## config.mk

```make
export PLATFORM = sky130hd
export DESIGN_NAME = deque_ctrl_flat
export DESIGN_NICKNAME = d
export VERILOG_FILES = /design/src/rtl/deque_ctrl_if.sv /design/src/rtl/deque_ctrl.sv /design/src/flat_wrapper.sv
export SDC_FILE = /design/constraint.sdc
export NUM_CORES = 1
export LEC_CHECK = 0
export BUFFER_PORTS_ARGS = -buffer_cell sky130_fd_sc_hd__buf_2
export CORE_MARGIN = 3
export CORE_UTILIZATION = 55
export DETAILED_ROUTE_END_ITERATION = 7
export PLACE_DENSITY = 0.85
export SLEW_MARGIN = 20
export SYNTH_ARGS = -nofsm -noshare
export SYNTH_HDL_FRONTEND = slang
export SYNTH_SLANG_ARGS = --single-unit
```

## constraint.sdc

```tcl
create_clock -name clk -period 7.7 [get_ports clk]
set_input_delay 1.54 -clock clk [delete_from_list [all_inputs] [get_ports clk]]
set_output_delay 1.54 -clock clk [all_outputs]
set_load 0.05 [all_outputs]
```

## src/rtl/deque_ctrl_if.sv

```systemverilog
// -----------------------------------------------------------------------------
// deque_ctrl_if
// Request/response bundle for the deque controller.
//   master : drives clear, push_back, push_front, pop_front, pop_back, din
//            and observes front_data, back_data, count, full, empty, err
//   slave  : the mirror image, used by deque_ctrl
// Parameters DATA_W / DEPTH must match the deque_ctrl instance they attach to.
// -----------------------------------------------------------------------------
interface deque_ctrl_if #(
    parameter int DATA_W = 8,
    parameter int DEPTH  = 8
);
    localparam int CW = $clog2(DEPTH) + 1;

    logic              clear;
    logic              push_back;
    logic              push_front;
    logic              pop_front;
    logic              pop_back;
    logic [DATA_W-1:0] din;
    logic [DATA_W-1:0] front_data;
    logic [DATA_W-1:0] back_data;
    logic [CW-1:0]     count;
    logic              full;
    logic              empty;
    logic [2:0]        err;

    modport master (
        output clear, push_back, push_front, pop_front, pop_back, din,
        input  front_data, back_data, count, full, empty, err
    );

    modport slave (
        input  clear, push_back, push_front, pop_front, pop_back, din,
        output front_data, back_data, count, full, empty, err
    );
endinterface

```

## src/rtl/deque_ctrl.sv

```systemverilog
// -----------------------------------------------------------------------------
// deque_ctrl
// Double-ended queue held in a circular buffer. head points at the front
// element, tail at the slot after the back element; both wrap modulo DEPTH.
// One operation per cycle, priority clear > push_back > push_front >
// pop_front > pop_back. err is sticky: [0] overflow, [1] underflow,
// [2] collision (more than one request in a cycle); clear empties the deque
// and clears err.
// Ports:
//   clk    : clock, rising edge
//   rst_n  : asynchronous active-low reset
//   bus    : deque_ctrl_if.slave (requests, din, front/back data, count,
//            full, empty, err)
// Optional feature: define DEQUE_CTRL_STATS_EN to add push_total / pop_total
// (16-bit saturating counts of accepted pushes / pops, reset only by rst_n).
// -----------------------------------------------------------------------------
module deque_ctrl #(
    parameter int DATA_W = 8,
    parameter int DEPTH  = 8
) (
    input  logic          clk,
    input  logic          rst_n,
    deque_ctrl_if.slave   bus
`ifdef DEQUE_CTRL_STATS_EN
    ,
    output logic [15:0]   push_total,
    output logic [15:0]   pop_total
`endif
);
    localparam int AW = $clog2(DEPTH);
    localparam int CW = AW + 1;

    // Pointer arithmetic relies on DEPTH being a power of two: the natural
    // AW-bit overflow gives the modulo-DEPTH wrap in both directions.
    function automatic logic [AW-1:0] ptr_inc(input logic [AW-1:0] p);
        return p + AW'(1);
    endfunction

    function automatic logic [AW-1:0] ptr_dec(input logic [AW-1:0] p);
        return p - AW'(1);
    endfunction

    logic [DATA_W-1:0] mem_q [DEPTH];
    logic [AW-1:0]     head_q, head_d;
    logic [AW-1:0]     tail_q, tail_d;
    logic [CW-1:0]     count_q, count_d;
    logic [2:0]        err_q, err_d;

    logic              wr_en_s;
    logic [AW-1:0]     wr_addr_s;
    logic              push_acc_s;
    logic              pop_acc_s;
    logic [4:0]        req_vec_s;
    logic              multi_s;
    logic              full_s;
    logic              empty_s;

    assign full_s    = (count_q == CW'(DEPTH));
    assign empty_s   = (count_q == {CW{1'b0}});
    assign req_vec_s = {bus.clear, bus.push_back, bus.push_front,
                        bus.pop_front, bus.pop_back};
    // Clearing the lowest set bit leaves something only if two or more are set.
    assign multi_s   = ((req_vec_s & (req_vec_s - 5'd1)) != 5'd0);

    // Next-state decode: pick the single winning request and apply it.
    always_comb begin
        head_d     = head_q;
        tail_d     = tail_q;
        count_d    = count_q;
        err_d      = err_q;
        wr_en_s    = 1'b0;
        wr_addr_s  = tail_q;
        push_acc_s = 1'b0;
        pop_acc_s  = 1'b0;

        if (bus.clear) begin
            head_d  = {AW{1'b0}};
            tail_d  = {AW{1'b0}};
            count_d = {CW{1'b0}};
            err_d   = 3'b000;
        end else begin
            if (bus.push_back) begin
                if (full_s) begin
                    err_d[0] = 1'b1;
                end else begin
                    wr_en_s    = 1'b1;
                    wr_addr_s  = tail_q;
                    tail_d     = ptr_inc(tail_q);
                    count_d    = count_q + CW'(1);
                    push_acc_s = 1'b1;
                end
            end else if (bus.push_front) begin
                if (full_s) begin
                    err_d[0] = 1'b1;
                end else begin
                    wr_en_s    = 1'b1;
                    wr_addr_s  = ptr_dec(head_q);
                    head_d     = ptr_dec(head_q);
                    count_d    = count_q + CW'(1);
                    push_acc_s = 1'b1;
                end
            end else if (bus.pop_front) begin
                if (empty_s) begin
                    err_d[1] = 1'b1;
                end else begin
                    head_d    = ptr_inc(head_q);
                    count_d   = count_q - CW'(1);
                    pop_acc_s = 1'b1;
                end
            end else if (bus.pop_back) begin
                if (empty_s) begin
                    err_d[1] = 1'b1;
                end else begin
                    tail_d    = ptr_dec(tail_q);
                    count_d   = count_q - CW'(1);
                    pop_acc_s = 1'b1;
                end
            end else begin
                err_d = err_q;
            end

            if (multi_s) begin
                err_d[2] = 1'b1;
            end else begin
                err_d[2] = err_d[2];
            end
        end
    end

    // Control state registers.
    always_ff @(posedge clk or negedge rst_n) begin
        if (!rst_n) begin
            head_q  <= {AW{1'b0}};
            tail_q  <= {AW{1'b0}};
            count_q <= {CW{1'b0}};
            err_q   <= 3'b000;
        end else begin
            head_q  <= head_d;
            tail_q  <= tail_d;
            count_q <= count_d;
            err_q   <= err_d;
        end
    end

    // Storage array; unreset because empty slots are never shown on outputs.
    always_ff @(posedge clk) begin
        if (wr_en_s) begin
            mem_q[wr_addr_s] <= bus.din;
        end
    end

    // Zero-latency output decode of the registered state.
    always_comb begin
        if (empty_s) begin
            bus.front_data = {DATA_W{1'b0}};
            bus.back_data  = {DATA_W{1'b0}};
        end else begin
            bus.front_data = mem_q[head_q];
            bus.back_data  = mem_q[ptr_dec(tail_q)];
        end
    end

    assign bus.count = count_q;
    assign bus.full  = full_s;
    assign bus.empty = empty_s;
    assign bus.err   = err_q;

`ifdef DEQUE_CTRL_STATS_EN
    logic [15:0] push_total_q, push_total_d;
    logic [15:0] pop_total_q, pop_total_d;

    // Saturating accepted-operation counters; deliberately untouched by clear.
    always_comb begin
        push_total_d = push_total_q;
        pop_total_d  = pop_total_q;
        if (push_acc_s && (push_total_q != 16'hFFFF)) begin
            push_total_d = push_total_q + 16'd1;
        end else begin
            push_total_d = push_total_q;
        end
        if (pop_acc_s && (pop_total_q != 16'hFFFF)) begin
            pop_total_d = pop_total_q + 16'd1;
        end else begin
            pop_total_d = pop_total_q;
        end
    end

    // Statistics registers.
    always_ff @(posedge clk or negedge rst_n) begin
        if (!rst_n) begin
            push_total_q <= 16'd0;
            pop_total_q  <= 16'd0;
        end else begin
            push_total_q <= push_total_d;
            pop_total_q  <= pop_total_d;
        end
    end

    assign push_total = push_total_q;
    assign pop_total  = pop_total_q;
`else
    logic unused_acc_s;
    assign unused_acc_s = push_acc_s ^ pop_acc_s;
`endif

endmodule

```

## src/flat_wrapper.sv

```systemverilog
// flat-port wrapper written by rule: the top's interface ports become plain ports
module deque_ctrl_flat 
#(
    parameter int DATA_W = 8,
    parameter int DEPTH  = 8
)
  (clk, rst_n, bus_clear, bus_push_back, bus_push_front, bus_pop_front, bus_pop_back, bus_din, bus_front_data, bus_back_data, bus_count, bus_full, bus_empty, bus_err);
  deque_ctrl_if #(.DATA_W(DATA_W), .DEPTH(DEPTH)) bus_i ();
  input  logic clk;
  input  logic rst_n;
  input wire logic [$bits(bus_i.clear)-1:0] bus_clear;
  input wire logic [$bits(bus_i.push_back)-1:0] bus_push_back;
  input wire logic [$bits(bus_i.push_front)-1:0] bus_push_front;
  input wire logic [$bits(bus_i.pop_front)-1:0] bus_pop_front;
  input wire logic [$bits(bus_i.pop_back)-1:0] bus_pop_back;
  input wire logic [$bits(bus_i.din)-1:0] bus_din;
  output wire logic [$bits(bus_i.front_data)-1:0] bus_front_data;
  output wire logic [$bits(bus_i.back_data)-1:0] bus_back_data;
  output wire logic [$bits(bus_i.count)-1:0] bus_count;
  output wire logic [$bits(bus_i.full)-1:0] bus_full;
  output wire logic [$bits(bus_i.empty)-1:0] bus_empty;
  output wire logic [$bits(bus_i.err)-1:0] bus_err;
  assign bus_i.clear = bus_clear;
  assign bus_i.push_back = bus_push_back;
  assign bus_i.push_front = bus_push_front;
  assign bus_i.pop_front = bus_pop_front;
  assign bus_i.pop_back = bus_pop_back;
  assign bus_i.din = bus_din;
  assign bus_front_data = bus_i.front_data;
  assign bus_back_data = bus_i.back_data;
  assign bus_count = bus_i.count;
  assign bus_full = bus_i.full;
  assign bus_empty = bus_i.empty;
  assign bus_err = bus_i.err;
  deque_ctrl #(.DATA_W(DATA_W), .DEPTH(DEPTH)) u_core (.clk(clk), .rst_n(rst_n), .bus(bus_i));
endmodule
```

## Word-level counts from Yosys, hierarchy flattened

Memory sizes are Yosys's and may differ from the RTL's.
Index checks and enable logic that the tools add are counted.
W data, S select, Z words.

| word-level totals | value |
|---|---|
| register bits | 13 |
| RAM bits | 64 |
| input port bits | 15 |
| word-level logic and storage cells | 77 |
| memories kept | 1 |

Memory list:

| memory | words | bits a word | rd ports | clocked after memory_dff | wr ports | line | text |
|---|---|---|---|---|---|---|---|
| u_core.mem_q | 8 | 8 | 2 | 0 | 1 | deque_ctrl.sv:43 | `logic [DATA_W-1:0] mem_q [DEPTH];` |

| cells by class | value |
|---|---|
| add/subtract/negate cells | 7 |
| equal/unequal tests | 9 |
| mux-type cells | 42 |
| bitwise operators | 1 |
| reduce and logical (&&, ||, !) cells | 11 |

Operators with widths:

| cell | count |
|---|---|
| $mux W3 | 18 |
| $mux W4 | 7 |
| $ne A3 B3 Y1 const B | 6 |
| $mux W8 | 2 |
| $mux W1 | 15 |
| $reduce_bool A3 Y1 | 4 |
| $reduce_bool A5 Y1 | 2 |
| $add A3 B1 Y3 const B | 2 |
| $sub A3 B1 Y3 const B | 2 |
| $and A5 B5 Y5 | 1 |
| $reduce_and A5 Y1 | 1 |
| $sub A5 B1 Y5 const B | 1 |
| $add A4 B1 Y4 const B | 1 |
| $eq A4 B4 Y1 const B | 1 |
| $logic_not A4 Y1 | 1 |
| $ne A2 B2 Y1 const B | 2 |
| $reduce_and A4 Y1 | 1 |
| $sub A4 B1 Y4 const B | 1 |
| $reduce_and A3 Y1 | 1 |
| $reduce_bool A2 Y1 | 1 |

## Depth between registers and ports, before layout

Gate-level depths: netlist of run 1.

| logic depth | value |
|---|---|
| word-level depth | 7 |
| mapped depth | 9 |

## Worst setup path after synthesis of run 1

Ideal clock, no wire load.

| timing path | value |
|---|---|
| kind | register to output |
| start point | reg u_core.tail_q[0] |
| end point | out bus_back_data[6] |
| data arrival time | 2.772 ns |
| required time | 6.160 ns |
| setup slack | 3.388 ns |
| cell stages (with the launch flop) | 10 |
| cell sequence | dfrtp_1 buf_2 buf_4 inv_1 ha_1 clkbuf_1 buf_2 mux4_2 nand2_1 a21oi_1 |

| between the ends | value |
|---|---|
| word-level cells in the longest chain between the ends | 3 |

RTL lines:

| what | line | text |
|---|---|---|
| from (decl) | deque_ctrl.sv:45 | `logic [AW-1:0] tail_q, tail_d;` |
| from (signal assigned) | deque_ctrl.sv:134 | `tail_q <= {AW{1'b0}};` |
| from (signal assigned) | deque_ctrl.sv:139 | `tail_q <= tail_d;` |
| $sub A3 B1 Y3 | deque_ctrl.sv:40 | `return p - AW'(1);` |
| $mem_v2 Z8 W8 | - |  |
| $mux W8 | deque_ctrl.sv:154 | `if (empty_s) begin` |
| to (decl) | flat_wrapper.sv:18 | `output wire logic [$bits(bus_i.back_data)-1:0] bus_back_data;` |

Every way passes these cells.

## Final worst setup path of run 1

| timing path | value |
|---|---|
| start point | reg u_core.tail_q[0] |
| end point | out bus_back_data[2] |

The elaborated chain is that of the path after synthesis.

==> results of run 1 <==
-- critical path: stages, from the launching register on --
cell and delay, ns:
dfrtp_2 0.78, inv_1 0.17, ha_1 0.87, mux4_2 0.35
nand2_1 0.05, a21oi_1 0.22, buf_2 0.30
-- layer usage --
layer  wire length [µm]  track usage [%]  up-vias
met5                  0                0        -
met1               3560             30.0     1299
met3                517             5.72        8
met4                 74             6.78        0
li1                   -                -     1115
met2               4260             32.6      108
-- worst max-delay path by stage --
stage,start,end,slack (ns),cells past startpoint
finish,u_core.tail_q[0],bus_back_data[2],3.06,6
detailed placement,u_core.tail_q[0],bus_back_data[2],3.02,6
global placement,u_core.tail_q[0],bus_back_data[2],3.11,6
floorplan,u_core.tail_q[0],bus_back_data[6],3.39,9
CTS,u_core.tail_q[0],bus_back_data[2],2.62,6
global route,u_core.tail_q[0],bus_back_data[6],2.84,6
-- stage by stage --
stage          utilization (%)  cells  cell area [µm²]  hold slack [ns]
3_3_place_gp              61.1    394             4240            0.475
6_report                  63.8    410             4430            0.517
4_1_cts                   63.8    410             4430            0.519
3_5_place_dp              61.1    394             4240            0.506
2_1_floorplan                -    275             4010            0.552
5_1_grt                   63.8    410             4430            0.530
-- area by class of cell --
class / instances / area (µm²)
clock buffer: 9 / 124
multi-input combinational: 171 / 1640
timing repair buffer: 39 / 195
sequential: 77 / 2250
clock inverter: 7 / 61.3
inverter: 11 / 41.3
fill: 511 / 2510
tap: 96 / 120
-- logic make-up (layout without fill, tap and decap cells) --
family	count (synthesis)	count (layout)	share of synthesized area (%)
compound gates	30	30	5.49
xor+xnor	10	10	2.18
fa+ha+maj	7	7	2.12
buf+inv	27	66	3.15
flops	77	77	56.0
mux	48	48	22.0
simple gates	76	76	9.10
-- cell usage in the layout (no fill, tap or decap), drive strengths merged, types with 5 or more instances in the layout --
cell type	Yosys	routed
edfxtp	64	64
buf	12	39
mux4	32	32
nor2	30	30
nand2	22	22
mux2i	16	16
inv	11	16
a21oi	15	15
dfrtp	13	13
clkbuf	4	9
ha	6	6
o21ai	6	6
xnor2	5	5
xor2	5	5
or3	5	5
nor3	5	5
-- power breakdown --
part,switching (W),total [W],internal (W)
logic,0.000267,0.000401,0.000134
clock network,0.000164,0.000287,0.000124
registers,0.0000375,0.000512,0.000475
-- state kept, by name (all words and copies together), names as in the netlist --
register and count:
u_core.tail_q 3, u_core.bus.err 3, u_core.mem_q 64, u_core.head_q 3, u_core.bus.count 4
==> impl_results.html, run 1 <==
<table>
<tr><th>Metric</th><th>Value</th></tr>
<tr><th colspan="2">Run status</th></tr>
<tr><td>Status</td><td>finished, final reports clean</td></tr>
<tr><th colspan="2">Route</th></tr>
<tr><td>Antenna viol nets, final</td><td>0</td></tr>
<tr><td>Count of routing violations after the opening detailed-route iteration</td><td>210</td></tr>
<tr><td>Routed vias/inst</td><td>6.17</td></tr>
<tr><td>Wire length per cell after detailed routing</td><td>20.5 µm</td></tr>
<tr><td>Detailed-route wire length</td><td>~8400 µm</td></tr>
<tr><td>Total iterations of the first detailed-routing run</td><td>4</td></tr>
<tr><td>Overall via count from detail_route</td><td>2530</td></tr>
<tr><td>Remaining DRCs</td><td>0</td></tr>
<tr><th colspan="2">Global routing</th></tr>
<tr><td>Total track usage</td><td>21.3%</td></tr>
<tr><td>First-pass GRT wire length</td><td>approximately 13000 µm</td></tr>
<tr><td>Aggregate global routing overflow</td><td>0</td></tr>
<tr><td>Via count of the first global-routing pass</td><td>2542</td></tr>
<tr><td>Antenna violations before repair</td><td>0</td></tr>
<tr><td>Maximum number of pins on one net before global-route repair</td><td>21</td></tr>
<tr><th colspan="2">Hold path</th></tr>
<tr><td>Startpoint of the lowest-slack hold path</td><td>u_core.bus.err[0]</td></tr>
<tr><td>Hold Path Stages</td><td>2</td></tr>
<tr><td>Class of the tightest hold or removal check</td><td>reg2reg</td></tr>
<tr><td>Hold EP</td><td>u_core.bus.err[0]</td></tr>
<tr><th colspan="2">Clock network</th></tr>
<tr><td>Clock tree from TritonCTS</td><td>built</td></tr>
<tr><td>Number of clock sinks</td><td>77</td></tr>
<tr><td>Worst-case clock buffer depth</td><td>2</td></tr>
<tr><td>Clock H-tree levels</td><td>3</td></tr>
<tr><td># hold bufs at CTS</td><td>0</td></tr>
<tr><td>Clock input transition at the sequential cells of the worst setup and hold paths</td><td>0.09 ns</td></tr>
<tr><td>Cells resized by post-CTS repair</td><td>0</td></tr>
<tr><td>Total CTS buffers</td><td>9</td></tr>
<tr><td>Library cell used as clock root buffer</td><td>clkbuf_8</td></tr>
<tr><td>Skew-Pair Late Insertion Delay</td><td>0.35 ns</td></tr>
<tr><td>Post-CTS Setup Repair Bufs</td><td>0</td></tr>
<tr><th colspan="2">Setup path</th></tr>
<tr><td>Largest fanout on the critical path</td><td>20</td></tr>
<tr><td>Endpoint class of the critical path</td><td>output pin</td></tr>
<tr><td>Reg2reg setup slack</td><td>4.57 ns</td></tr>
<tr><td>Reg2reg end</td><td>u_core.mem_q[5][3]</td></tr>
<tr><td>Kind of launch point of the worst setup path</td><td>register</td></tr>
<tr><td>Setup Crit Path Kind</td><td>reg2out</td></tr>
<tr><td>Worst-case reg-to-reg path depth</td><td>6</td></tr>
<tr><td>R2r startpoint</td><td>u_core.head_q[0]</td></tr>
<tr><td>Critical path arrival</td><td>approximately 3.1 ns</td></tr>
<tr><td>Required time of the critical path</td><td>a little over 6 ns</td></tr>
<tr><th colspan="2">Power and ir drop</th></tr>
<tr><td>Power per unit of standard cell area</td><td>271 nW/µm²</td></tr>
<tr><td>Max rail drop VDD</td><td>138 µV</td></tr>
<tr><td>Reported leakage power</td><td>1.57 nW</td></tr>
<tr><td>Power, Total</td><td>about 0.0012 W</td></tr>
<tr><th colspan="2">STA</th></tr>
<tr><td>Final hold violations</td><td>0</td></tr>
<tr><td>Highest Clock Rate</td><td>~0.22 GHz</td></tr>
<tr><td>Period Utilization, post-route</td><td>60.2%</td></tr>
<tr><td>Pins over their slew limit</td><td>0</td></tr>
<tr><td>Setup Viol. Count Final</td><td>0</td></tr>
<tr><td>Accumulated negative setup slack</td><td>0 ns</td></tr>
<tr><td>RSZ-0062 raised after global routing</td><td>no</td></tr>
<tr><td>Final WS setup</td><td>3.06 ns</td></tr>
<tr><td>Headroom to the max-slew limit</td><td>between 30% and 40%</td></tr>
<tr><td>Setup clock skew after layout</td><td>0.0125 ns</td></tr>
<tr><td>Final min period</td><td>4.64 ns</td></tr>
<tr><td>Actual transition at the worst max-transition pin</td><td>1.04 ns</td></tr>
<tr><th colspan="2">Synthesis</th></tr>
<tr><td>Yosys synthesis warning count</td><td>0</td></tr>
<tr><td>Post-synth EDFFs</td><td>64</td></tr>
<tr><td>Share of synthesized area occupied by flip-flops and latches</td><td>56.0%</td></tr>
<tr><td>Biggest area consumer among synthesized cells</td><td>edfxtp_1</td></tr>
<tr><td>Syn_nets</td><td>296</td></tr>
<tr><td>Yosys top cell area share</td><td>47.9%</td></tr>
<tr><td>Synth Flop Type</td><td>edfxtp_1</td></tr>
<tr><td>Netlist cell types</td><td>39</td></tr>
<tr><td>Flip-flop and latch count after synthesis</td><td>just under 80</td></tr>
<tr><td>Most common library cells after synthesis</td><td>edfxtp_1, mux4_2, nor2_1</td></tr>
<tr><td>Leading cell type by number of instances after synthesis</td><td>edfxtp_1</td></tr>
<tr><td>Proportion of register bits with asynchronous set or reset after synthesis</td><td>16.9%</td></tr>
<tr><td>Cells after Synth</td><td>275</td></tr>
<tr><td>Netlist Area Pre-Place</td><td>4010 µm²</td></tr>
<tr><td>Leading cell types by total area after synthesis</td><td>edfxtp_1, mux4_2, dfrtp_1, mux2i_1, nor2_1</td></tr>
<tr><td>Synthesized area per cell</td><td>14.6 µm²</td></tr>
<tr><th colspan="2">Placed design</th></tr>
<tr><td>Detailed-placement wirelength estimate</td><td>5550 µm</td></tr>
<tr><td>Final RePlAce weighted congestion</td><td>0.856</td></tr>
<tr><td>Port bufs</td><td>39</td></tr>
<tr><td>Worst setup timing slack at the placement stage</td><td>3.02 ns</td></tr>
<tr><th colspan="2">Final layout</th></tr>
<tr><td>Area added between synthesis and finish</td><td>10.4%</td></tr>
<tr><td>Share of final-layout standard cells stronger than drive strength 1</td><td>between 30% and 40%</td></tr>
<tr><td>Number of inserted diodes</td><td>0</td></tr>
<tr><td>Final #Nets</td><td>330</td></tr>
<tr><th colspan="2">Floorplanning</th></tr>
<tr><td>Count of boundary I/O pins</td><td>40</td></tr>
<tr><td>Starting utilization of the core area</td><td>just under 60%</td></tr>
<tr><td>Die X</td><td>91.4 µm</td></tr>
<tr><td>DIE HEIGHT</td><td>~90 µm</td></tr>
<tr><td>Core Box Area</td><td>~6900 µm²</td></tr>
<tr><td>Area of the die</td><td>between 8000 and 9000 µm²</td></tr>
<tr><td>Site Rows</td><td>30</td></tr>
<tr><th colspan="2">Run</th></tr>
<tr><td>MaxCap Viol Count</td><td>0</td></tr>
</table>
Note: power is estimated with default switching activity, not from simulation.
==> run 2: changes to the inputs <==
==> constraint.sdc (replaced) <==
create_clock -name clk -period 4.6 [get_ports clk]
set_input_delay 0.92 -clock clk [delete_from_list [all_inputs] [get_ports clk]]
set_output_delay 0.92 -clock clk [all_outputs]
set_load 0.05 [all_outputs]
==> run 2 against run 1 <==
  * Clock power increased by 75%
  * Utilization increased by 0.49 points
  * Critical path depth unchanged
  * Register-to-register slack got worse by 3.1 ns
  * Global-route usage about the same
  * Critical path type unchanged
  * Clock skew increased by 0.0028 ns
==> impl_results.html, run 2 (synthesis gave the netlist of run 1 again) <==
<table>
<tr><th>Metric</th><th>Value</th></tr>
<tr><th colspan="2">Global routing</th></tr>
<tr><td>Maximum number of pins on one net before global-route repair</td><td>21 (unchanged)</td></tr>
<tr><td>Total track usage</td><td>21.3% (about the same)</td></tr>
<tr><td>First-pass GRT wire length</td><td>13300 µm (-1.6%)</td></tr>
<tr><td>Via count of the first global-routing pass</td><td>2498 (-1.7%)</td></tr>
<tr><td>Aggregate global routing overflow</td><td>0 (unchanged)</td></tr>
<tr><td>Antenna violations before repair</td><td>0 (unchanged)</td></tr>
<tr><th colspan="2">Floorplanning</th></tr>
<tr><td>Core Box Area</td><td>6940 µm² (unchanged)</td></tr>
<tr><td>Area of the die</td><td>8360 µm² (unchanged)</td></tr>
<tr><td>Count of boundary I/O pins</td><td>40 (unchanged)</td></tr>
<tr><td>Site Rows</td><td>30 (unchanged)</td></tr>
<tr><td>DIE HEIGHT</td><td>91.4 µm (unchanged)</td></tr>
<tr><td>Starting utilization of the core area</td><td>57.8% (unchanged)</td></tr>
<tr><td>Die X</td><td>91.4 µm (unchanged)</td></tr>
<tr><th colspan="2">STA</th></tr>
<tr><td>Highest Clock Rate</td><td>0.286 GHz</td></tr>
<tr><td>Actual transition at the worst max-transition pin</td><td>1.01 ns (-0.0310 ns)</td></tr>
<tr><td>Final hold violations</td><td>0 (unchanged)</td></tr>
<tr><td>Setup Viol. Count Final</td><td>0 (unchanged)</td></tr>
<tr><td>Final min period</td><td>3.50 ns</td></tr>
<tr><td>Pins over their slew limit</td><td>0 (unchanged)</td></tr>
<tr><td>Period Utilization, post-route</td><td>76.1%</td></tr>
<tr><td>RSZ-0062 raised after global routing</td><td>no</td></tr>
<tr><td>Accumulated negative setup slack</td><td>0 ns (unchanged)</td></tr>
<tr><td>Headroom to the max-slew limit</td><td>32.1% (+1.7 points)</td></tr>
<tr><td>Setup clock skew after layout</td><td>0.0153 ns (+0.00279 ns)</td></tr>
<tr><th colspan="2">Final layout</th></tr>
<tr><td>Area added between synthesis and finish</td><td>11.3%</td></tr>
<tr><td>Number of inserted diodes</td><td>0 (unchanged)</td></tr>
<tr><td>Max FFs per register</td><td>64 (unchanged)</td></tr>
<tr><td>Most common library cell in the layout ignoring fill and taps</td><td>edfxtp_1</td></tr>
<tr><td>Final #Nets</td><td>333 (+0.91%)</td></tr>
<tr><td>Sequential cell area</td><td>2250 µm² (about the same)</td></tr>
<tr><td>Share of final-layout standard cells stronger than drive strength 1</td><td>31.5% (about the same)</td></tr>
<tr><td>Most frequent cells in the layout</td><td>edfxtp_1, buf_2, mux4_2</td></tr>
<tr><td>Fillcell total</td><td>519 (+1.6%)</td></tr>
<tr><td>Register with the most flip-flops</td><td>u_core.mem_q</td></tr>
<tr><td>Area of the multi-input gates</td><td>1640 µm² (unchanged)</td></tr>
<tr><td>Post-route standard cell area excluding fillers</td><td>4460 µm² (+0.76%)</td></tr>
<tr><th colspan="2">Setup path</th></tr>
<tr><td>Required time of the critical path</td><td>3.68 ns (-2.48 ns)</td></tr>
<tr><td>Setup Crit Path Kind</td><td>reg2out</td></tr>
<tr><td>Largest fanout on the critical path</td><td>17 (-15%)</td></tr>
<tr><td>Kind of launch point of the worst setup path</td><td>register</td></tr>
<tr><td>Endpoint class of the critical path</td><td>output pin</td></tr>
<tr><td>Critical path arrival</td><td>2.58 ns (-0.52 ns)</td></tr>
<tr><th colspan="2">Route</th></tr>
<tr><td>Overall via count from detail_route</td><td>2487 (-1.7%)</td></tr>
<tr><td>Total iterations of the first detailed-routing run</td><td>4 (unchanged)</td></tr>
<tr><td>Routed vias/inst</td><td>6.02 (-2.4%)</td></tr>
<tr><td>Remaining DRCs</td><td>0 (unchanged)</td></tr>
<tr><td>Count of routing violations after the opening detailed-route iteration</td><td>215 (+2.4%)</td></tr>
<tr><td>Detailed-route wire length</td><td>8290 µm (-1.5%)</td></tr>
<tr><td>Antenna viol nets, final</td><td>0 (unchanged)</td></tr>
<tr><td>Wire length per cell after detailed routing</td><td>20.1 µm (-2.2%)</td></tr>
<tr><th colspan="2">Clock network</th></tr>
<tr><td>Skew-Pair Late Insertion Delay</td><td>0.35 ns (about the same)</td></tr>
<tr><td>Number of clock sinks</td><td>77 (unchanged)</td></tr>
<tr><td>Clock input transition at the sequential cells of the worst setup and hold paths</td><td>0.09 ns (about the same)</td></tr>
<tr><td>Library cell used as clock root buffer</td><td>clkbuf_8</td></tr>
<tr><td>Worst-case clock buffer depth</td><td>2 (unchanged)</td></tr>
<tr><td>Clock H-tree levels</td><td>3 (unchanged)</td></tr>
<tr><td>Cells resized by post-CTS repair</td><td>0 (unchanged)</td></tr>
<tr><td>Total CTS buffers</td><td>9 (unchanged)</td></tr>
<tr><td>Post-CTS Setup Repair Bufs</td><td>0 (unchanged)</td></tr>
<tr><td># hold bufs at CTS</td><td>0 (unchanged)</td></tr>
<tr><td>Clock tree from TritonCTS</td><td>built</td></tr>
<tr><th colspan="2">Placed design</th></tr>
<tr><td>Detailed-placement wirelength estimate</td><td>5370 µm (-3.2%)</td></tr>
<tr><td>Final RePlAce weighted congestion</td><td>0.848 (-0.89%)</td></tr>
<tr><td>Cell area after placement</td><td>4270 µm² (+0.53%)</td></tr>
<tr><td>Port bufs</td><td>39 (unchanged)</td></tr>
<tr><th colspan="2">Run status</th></tr>
<tr><td>Status</td><td>finished, final reports clean</td></tr>
<tr><th colspan="2">Power and ir drop</th></tr>
<tr><td>Max rail drop VDD</td><td>327 µV (+140%)</td></tr>
<tr><td>Power per unit of standard cell area</td><td>457 nW/µm² (+69%)</td></tr>
<tr><td>Reported leakage power</td><td>1.58 nW (+1.1%)</td></tr>
<tr><th colspan="2">Run</th></tr>
<tr><td>MaxCap Viol Count</td><td>0 (unchanged)</td></tr>
<tr><th colspan="2">Hold path</th></tr>
<tr><td>Class of the tightest hold or removal check</td><td>in2async</td></tr>
</table>
## run 2: area by class of cell
class / count / area share [%]
clock buffer: 10 / 2.86
clock inverter: 6 / 1.57
inverter: 11 / 0.925
multi-input combinational: 171 / 36.7
sequential: 77 / 50.4
tap: 96 / 2.69
timing repair buffer: 42 / 4.88
## run 2: through the flow
stage	cells	util [%]	power (W)	hold WS (ns)	worst slack, ns
floorplan	275	-	0.00139	0.552	0.908
global placement	397	61.4	0.00154	0.475	1.44
detailed placement	397	61.4	0.00155	0.505	1.34
CTS	413	64.3	0.00206	0.446	1.09
global route	413	64.3	0.00214	0.456	0.927
finish	413	64.3	0.00204	0.448	1.10
## run 2: path summary, 6_finish.rpt
| check | slack (ns) | startpoint | endpoint | cells after the start |
|---|---|---|---|---|
| worst min-delay path | 0.45 | rst_n | u_core.bus.count[1] | 1 |
| worst max register to register | 1.43 | u_core.head_q[0] | u_core.mem_q[4][3] | 6 |
| min in group clk | 0.52 | u_core.bus.err[0] | u_core.bus.err[0] | 2 |
| worst min register to register | 0.52 | u_core.bus.err[0] | u_core.bus.err[0] | 2 |
| max in group asynchronous | 3.90 | rst_n | u_core.head_q[1] | 1 |
| worst max-delay path | 1.10 | u_core.tail_q[1] | bus_back_data[5] | 6 |
## run 2: critical path, stage by stage (launching register included)
cell and delay (ns):
dfrtp_1 0.41, inv_1 0.09, ha_1 0.82, mux4_2 0.34
nand2_1 0.06, a21oi_1 0.21, buf_2 0.30
## run 2: where the power goes
part | internal [W] | switching (W)
clock network | 0.000254 | 0.000249
logic | 0.000228 | 0.000464
registers | 0.000795 | 0.0000498
total | 0.00128 | 0.000763
## run 2: metal layers
layer,share of wire [%],track usage (%),vias up
li1,-,-,1126
met1,42,28.3,1258
met2,50,34.8,91
met3,6.3,4.89,12
met4,1.4,7.16,0
met5,0,0,-
==> run 3: changes to the inputs <==
--- a/config.mk
+++ b/config.mk
@@ -5,11 +5,12 @@
 export SDC_FILE = /design/constraint.sdc
 export NUM_CORES = 1
 export LEC_CHECK = 0
+export ABC_AREA = 1
 export BUFFER_PORTS_ARGS = -buffer_cell sky130_fd_sc_hd__buf_2
 export CORE_MARGIN = 3
-export CORE_UTILIZATION = 55
+export CORE_UTILIZATION = 54
 export DETAILED_ROUTE_END_ITERATION = 7
-export PLACE_DENSITY = 0.85
+export PLACE_DENSITY = 0.86
 export SLEW_MARGIN = 20
 export SYNTH_ARGS = -nofsm -noshare
 export SYNTH_HDL_FRONTEND = slang
==> constraint.sdc (replaced) <==
create_clock -name clk -period 3.13 [get_ports clk]
set_input_delay 0.626 -clock clk [delete_from_list [all_inputs] [get_ports clk]]
set_output_delay 0.626 -clock clk [all_outputs]
set_load 0.05 [all_outputs]
==> run 3 against run 2 <==
  * Global-route usage grew 3.2 points
  * Count of clock-buffer cells in the layout fell by 1
  * Register-to-register slack got worse by 0.63 ns
  * Hold slack got worse by 0.30 ns
  * Largest cell class unchanged
==> impl_results.html, run 3 <==
<table>
<tr><th>Metric</th><th>Value</th></tr>
<tr><th colspan="2">Run status</th></tr>
<tr><td>Status</td><td>finished, final reports clean</td></tr>
<tr><th colspan="2">Synthesis</th></tr>
<tr><td>Synthesized area per cell</td><td>8.74 µm² (-40%)</td></tr>
<tr><td>Proportion of register bits with asynchronous set or reset after synthesis</td><td>16.9% (unchanged)</td></tr>
<tr><td>Yosys synthesis warning count</td><td>0 (unchanged)</td></tr>
<tr><td>Share of synthesized area occupied by flip-flops and latches</td><td>52.3% (-3.7 points)</td></tr>
<tr><td>Yosys top cell area share</td><td>44.8% (-3.1 points)</td></tr>
<tr><td>Syn_nets</td><td>512 (+73%)</td></tr>
<tr><td>Flip-flop and latch count after synthesis</td><td>77 (unchanged)</td></tr>
<tr><td>Leading cell types by total area after synthesis</td><td>edfxtp_1, nand2_1, dfrtp_1, o21ai_0, nor2_1</td></tr>
<tr><td>Biggest area consumer among synthesized cells</td><td>edfxtp_1</td></tr>
<tr><td>Netlist cell types</td><td>34 (-13%)</td></tr>
<tr><td>Leading cell type by number of instances after synthesis</td><td>nand2_1</td></tr>
<tr><td>Netlist Area Pre-Place</td><td>4290 µm² (+7.0%)</td></tr>
<tr><td>Post-synth EDFFs</td><td>64 (unchanged)</td></tr>
<tr><td>Synth Flop Type</td><td>edfxtp_1</td></tr>
<tr><td>Most common library cells after synthesis</td><td>nand2_1, nor2_1, edfxtp_1</td></tr>
<tr><td>Cells after Synth</td><td>491 (+79%)</td></tr>
<tr><th colspan="2">Route</th></tr>
<tr><td>Remaining DRCs</td><td>0 (unchanged)</td></tr>
<tr><td>Total iterations of the first detailed-routing run</td><td>6 (+2)</td></tr>
<tr><td>Routed vias/inst</td><td>5.88 (-2.4%)</td></tr>
<tr><td>Count of routing violations after the opening detailed-route iteration</td><td>334 (+55%)</td></tr>
<tr><td>Overall via count from detail_route</td><td>3704 (+49%)</td></tr>
<tr><td>Antenna viol nets, final</td><td>0 (unchanged)</td></tr>
<tr><td>Detailed-route wire length</td><td>10600 µm (+27%)</td></tr>
<tr><td>Wire length per cell after detailed routing</td><td>16.8 µm (-16%)</td></tr>
<tr><th colspan="2">Clock network</th></tr>
<tr><td>Skew-Pair Late Insertion Delay</td><td>0.36 ns (about the same)</td></tr>
<tr><td>Library cell used as clock root buffer</td><td>clkbuf_8</td></tr>
<tr><td>Worst-case clock buffer depth</td><td>2 (unchanged)</td></tr>
<tr><td>Number of clock sinks</td><td>77 (unchanged)</td></tr>
<tr><td># hold bufs at CTS</td><td>0 (unchanged)</td></tr>
<tr><td>Clock input transition at the sequential cells of the worst setup and hold paths</td><td>0.09 ns (about the same)</td></tr>
<tr><td>Post-CTS Setup Repair Bufs</td><td>0 (unchanged)</td></tr>
<tr><td>Clock tree from TritonCTS</td><td>built</td></tr>
<tr><td>Total CTS buffers</td><td>9 (unchanged)</td></tr>
<tr><td>Clock H-tree levels</td><td>3 (unchanged)</td></tr>
<tr><td>Cells resized by post-CTS repair</td><td>0 (unchanged)</td></tr>
<tr><th colspan="2">Global routing</th></tr>
<tr><td>Antenna violations before repair</td><td>0 (unchanged)</td></tr>
<tr><td>Maximum number of pins on one net before global-route repair</td><td>43 (+100%)</td></tr>
<tr><td>Aggregate global routing overflow</td><td>0 (unchanged)</td></tr>
<tr><td>Total track usage</td><td>24.6% (+3.2 points)</td></tr>
<tr><td>First-pass GRT wire length</td><td>16900 µm (+28%)</td></tr>
<tr><td>Via count of the first global-routing pass</td><td>3549 (+42%)</td></tr>
<tr><th colspan="2">Floorplanning</th></tr>
<tr><td>DIE HEIGHT</td><td>95.2 µm (+4.1%)</td></tr>
<tr><td>Count of boundary I/O pins</td><td>40 (unchanged)</td></tr>
<tr><td>Starting utilization of the core area</td><td>57.3% (-0.44 points)</td></tr>
<tr><td>Area of the die</td><td>9060 µm² (+8.4%)</td></tr>
<tr><td>Site Rows</td><td>31 (+3.3%)</td></tr>
<tr><td>Die X</td><td>95.2 µm (+4.1%)</td></tr>
<tr><td>Core Box Area</td><td>7490 µm² (+7.8%)</td></tr>
<tr><th colspan="2">Final layout</th></tr>
<tr><td>Register with the most flip-flops</td><td>u_core.mem_q</td></tr>
<tr><td>Area added between synthesis and finish</td><td>9.76%</td></tr>
<tr><td>Most frequent cells in the layout</td><td>nand2_1, nor2_1, edfxtp_1</td></tr>
<tr><td>Non-filler instance count after layout</td><td>630 (+53%)</td></tr>
<tr><td>Most common library cell in the layout ignoring fill and taps</td><td>nand2_1</td></tr>
<tr><td>Share of final-layout standard cells stronger than drive strength 1</td><td>16.9% (-15 points)</td></tr>
<tr><td>Max FFs per register</td><td>64 (unchanged)</td></tr>
<tr><td>Number of inserted diodes</td><td>0 (unchanged)</td></tr>
<tr><td>Final #Nets</td><td>547 (+64%)</td></tr>
<tr><th colspan="2">Power and ir drop</th></tr>
<tr><td>Power per unit of standard cell area</td><td>893 nW/µm² (+95%)</td></tr>
<tr><td>Internal Pwr Total</td><td>0.00208 W (+63%)</td></tr>
<tr><td>Clock group share of total power</td><td>16.6% (-8.1 points)</td></tr>
<tr><td>Sequential Power Share</td><td>31.4% (-10 points)</td></tr>
<tr><td>Net switching share of the total power</td><td>50.5% (+13 points)</td></tr>
<tr><td>NetSw</td><td>0.00212 W (+180%)</td></tr>
<tr><td>Relative contribution of combinational cells to total power</td><td>52.0% (+18 points)</td></tr>
<tr><td>Max rail drop VDD</td><td>863 µV (+160%)</td></tr>
<tr><td>Reported leakage power</td><td>1.99 nW (+26%)</td></tr>
<tr><th colspan="2">Setup path</th></tr>
<tr><td>Critical Path Stages</td><td>9 (+3)</td></tr>
<tr><td>Number of buffers and inverters on the critical path</td><td>3 (+1)</td></tr>
<tr><td>Kind of launch point of the worst setup path</td><td>register</td></tr>
<tr><td>Worst-case reg-to-reg path depth</td><td>7 (+1)</td></tr>
<tr><td>Critical path arrival</td><td>2.26 ns (-0.32 ns)</td></tr>
<tr><td>CP max stage delay</td><td>0.41 ns (-0.41 ns)</td></tr>
<tr><td>Sequence of cells on the critical path</td><td>inv_1 &gt; ha_1 &gt; inv_1 &gt; a21oi_1 &gt; o21ai_0 &gt; nand2_1 &gt; nor2_1 &gt; nor2_1 &gt; buf_2</td></tr>
<tr><td>Required time of the critical path</td><td>2.50 ns (-1.18 ns)</td></tr>
<tr><td>Largest delay share family, worst path</td><td>buffers and inverters</td></tr>
<tr><td>Endpoint class of the critical path</td><td>output pin</td></tr>
<tr><td>Max stage delay cell, worst path</td><td>ha_1</td></tr>
<tr><td>Largest fanout on the critical path</td><td>8 (-9)</td></tr>
<tr><td>Setup Crit Path Kind</td><td>reg2out</td></tr>
<tr><th colspan="2">STA</th></tr>
<tr><td>Headroom to the max-slew limit</td><td>44.5% (+12 points)</td></tr>
<tr><td>Setup Viol. Count Final</td><td>0 (unchanged)</td></tr>
<tr><td>Period Utilization, post-route</td><td>92.3%</td></tr>
<tr><td>RSZ-0062 raised after global routing</td><td>no</td></tr>
<tr><td>Actual transition at the worst max-transition pin</td><td>0.832 ns (-0.179 ns)</td></tr>
<tr><td>Highest Clock Rate</td><td>0.346 GHz</td></tr>
<tr><td>Final min period</td><td>2.89 ns</td></tr>
<tr><td>Setup clock skew after layout</td><td>0.0145 ns (-0.000773 ns)</td></tr>
<tr><td>Final hold violations</td><td>0 (unchanged)</td></tr>
<tr><td>Pins over their slew limit</td><td>0 (unchanged)</td></tr>
<tr><td>Accumulated negative setup slack</td><td>0 ns (unchanged)</td></tr>
<tr><th colspan="2">Placed design</th></tr>
<tr><td>Number of cells in the design after placement</td><td>614 (+55%)</td></tr>
<tr><td>Detailed-placement wirelength estimate</td><td>6910 µm (+29%)</td></tr>
<tr><td>Final RePlAce weighted congestion</td><td>0.842 (-0.80%)</td></tr>
<tr><td>Port bufs</td><td>39 (unchanged)</td></tr>
<tr><th colspan="2">Hold path</th></tr>
<tr><td>Class of the tightest hold or removal check</td><td>in2async</td></tr>
<tr><th colspan="2">Run</th></tr>
<tr><td>MaxCap Viol Count</td><td>0 (unchanged)</td></tr>
</table>
-- run 3: path summary, 6_finish.rpt --
path	startpoint	end	slack (ns)
worst max register to register	u_core.head_q[1]	u_core.mem_q[7][3]	0.80
max in group asynchronous	rst_n	u_core.bus.err[2]	2.74
worst min register to register	u_core.bus.err[1]	u_core.bus.err[1]	0.50
min in group clk	u_core.bus.err[1]	u_core.bus.err[1]	0.50
worst min-delay path	rst_n	u_core.tail_q[1]	0.15
worst max-delay path	u_core.tail_q[1]	bus_back_data[7]	0.24
-- run 3: routing by layer --
metal / up-vias / routed length (µm) / global-route usage, %
met2: 211 / 5180 / 39.8
met4: 0 / 140 / 9.74
met3: 16 / 1150 / 5.68
met5: - / 0 / 0
li1: 1731 / - / -
met1: 1746 / 4100 / 31.9
-- run 3: area by class of cell --
cell class              instances  area [µm²]
flip-flops and latches         77        2250
clock buffers                   9         124
repair buffers                 53         300
multi-input cells             340        1690
clock inverters                 7        57.6
fillers                       590        2770
inverters                      45         169
well taps                      99         124
-- run 3: power by group through the flow --
stage / clock (W) / sequential [W] / combinational [W]
final: 0.000699 / 0.00132 / 0.00219
after global routing: 0.000749 / 0.00133 / 0.00238
after CTS: 0.000707 / 0.00132 / 0.00217
after detailed placement: 0 / 0.00134 / 0.00216
after global placement: 0 / 0.00133 / 0.00210
after floorplan: 0 / 0.00132 / 0.00170
-- run 3: cells by family after synthesis --
kind of cell	share of synthesized area, %
simple gates	20.6
xor+xnor	1.22
flops	52.3
fa+ha+maj	1.75
compound gates	15.8
buf+inv	8.28
-- run 3: through the flow --
stage | power, W | hold WS (ns) | setup slack (ns) | cell area [µm²] | util [%]
after floorplan | 0.00303 | 0.330 | 0.246 | 4290 | -
after global placement | 0.00343 | 0.458 | 0.705 | 4530 | 60.5
after detailed placement | 0.00350 | 0.481 | 0.646 | 4530 | 60.5
after CTS | 0.00420 | 0.152 | 0.253 | 4710 | 62.9
after global routing | 0.00446 | 0.158 | 0.0899 | 4710 | 62.9
final | 0.00421 | 0.147 | 0.240 | 4710 | 62.9
-- run 3: worst register-to-register path, delay by kind of cell (launching register included) --
family | cells | cell delay [ns]
flip-flops | 1 | 0.69
XOR/XNOR | 1 | 0.16
buffers and inverters | 2 | 0.37
adder cells (fa/ha/maj) | 1 | 0.22
AND/OR/NAND/NOR | 2 | 0.36
AO/OA/AOI/OAI | 1 | 0.23
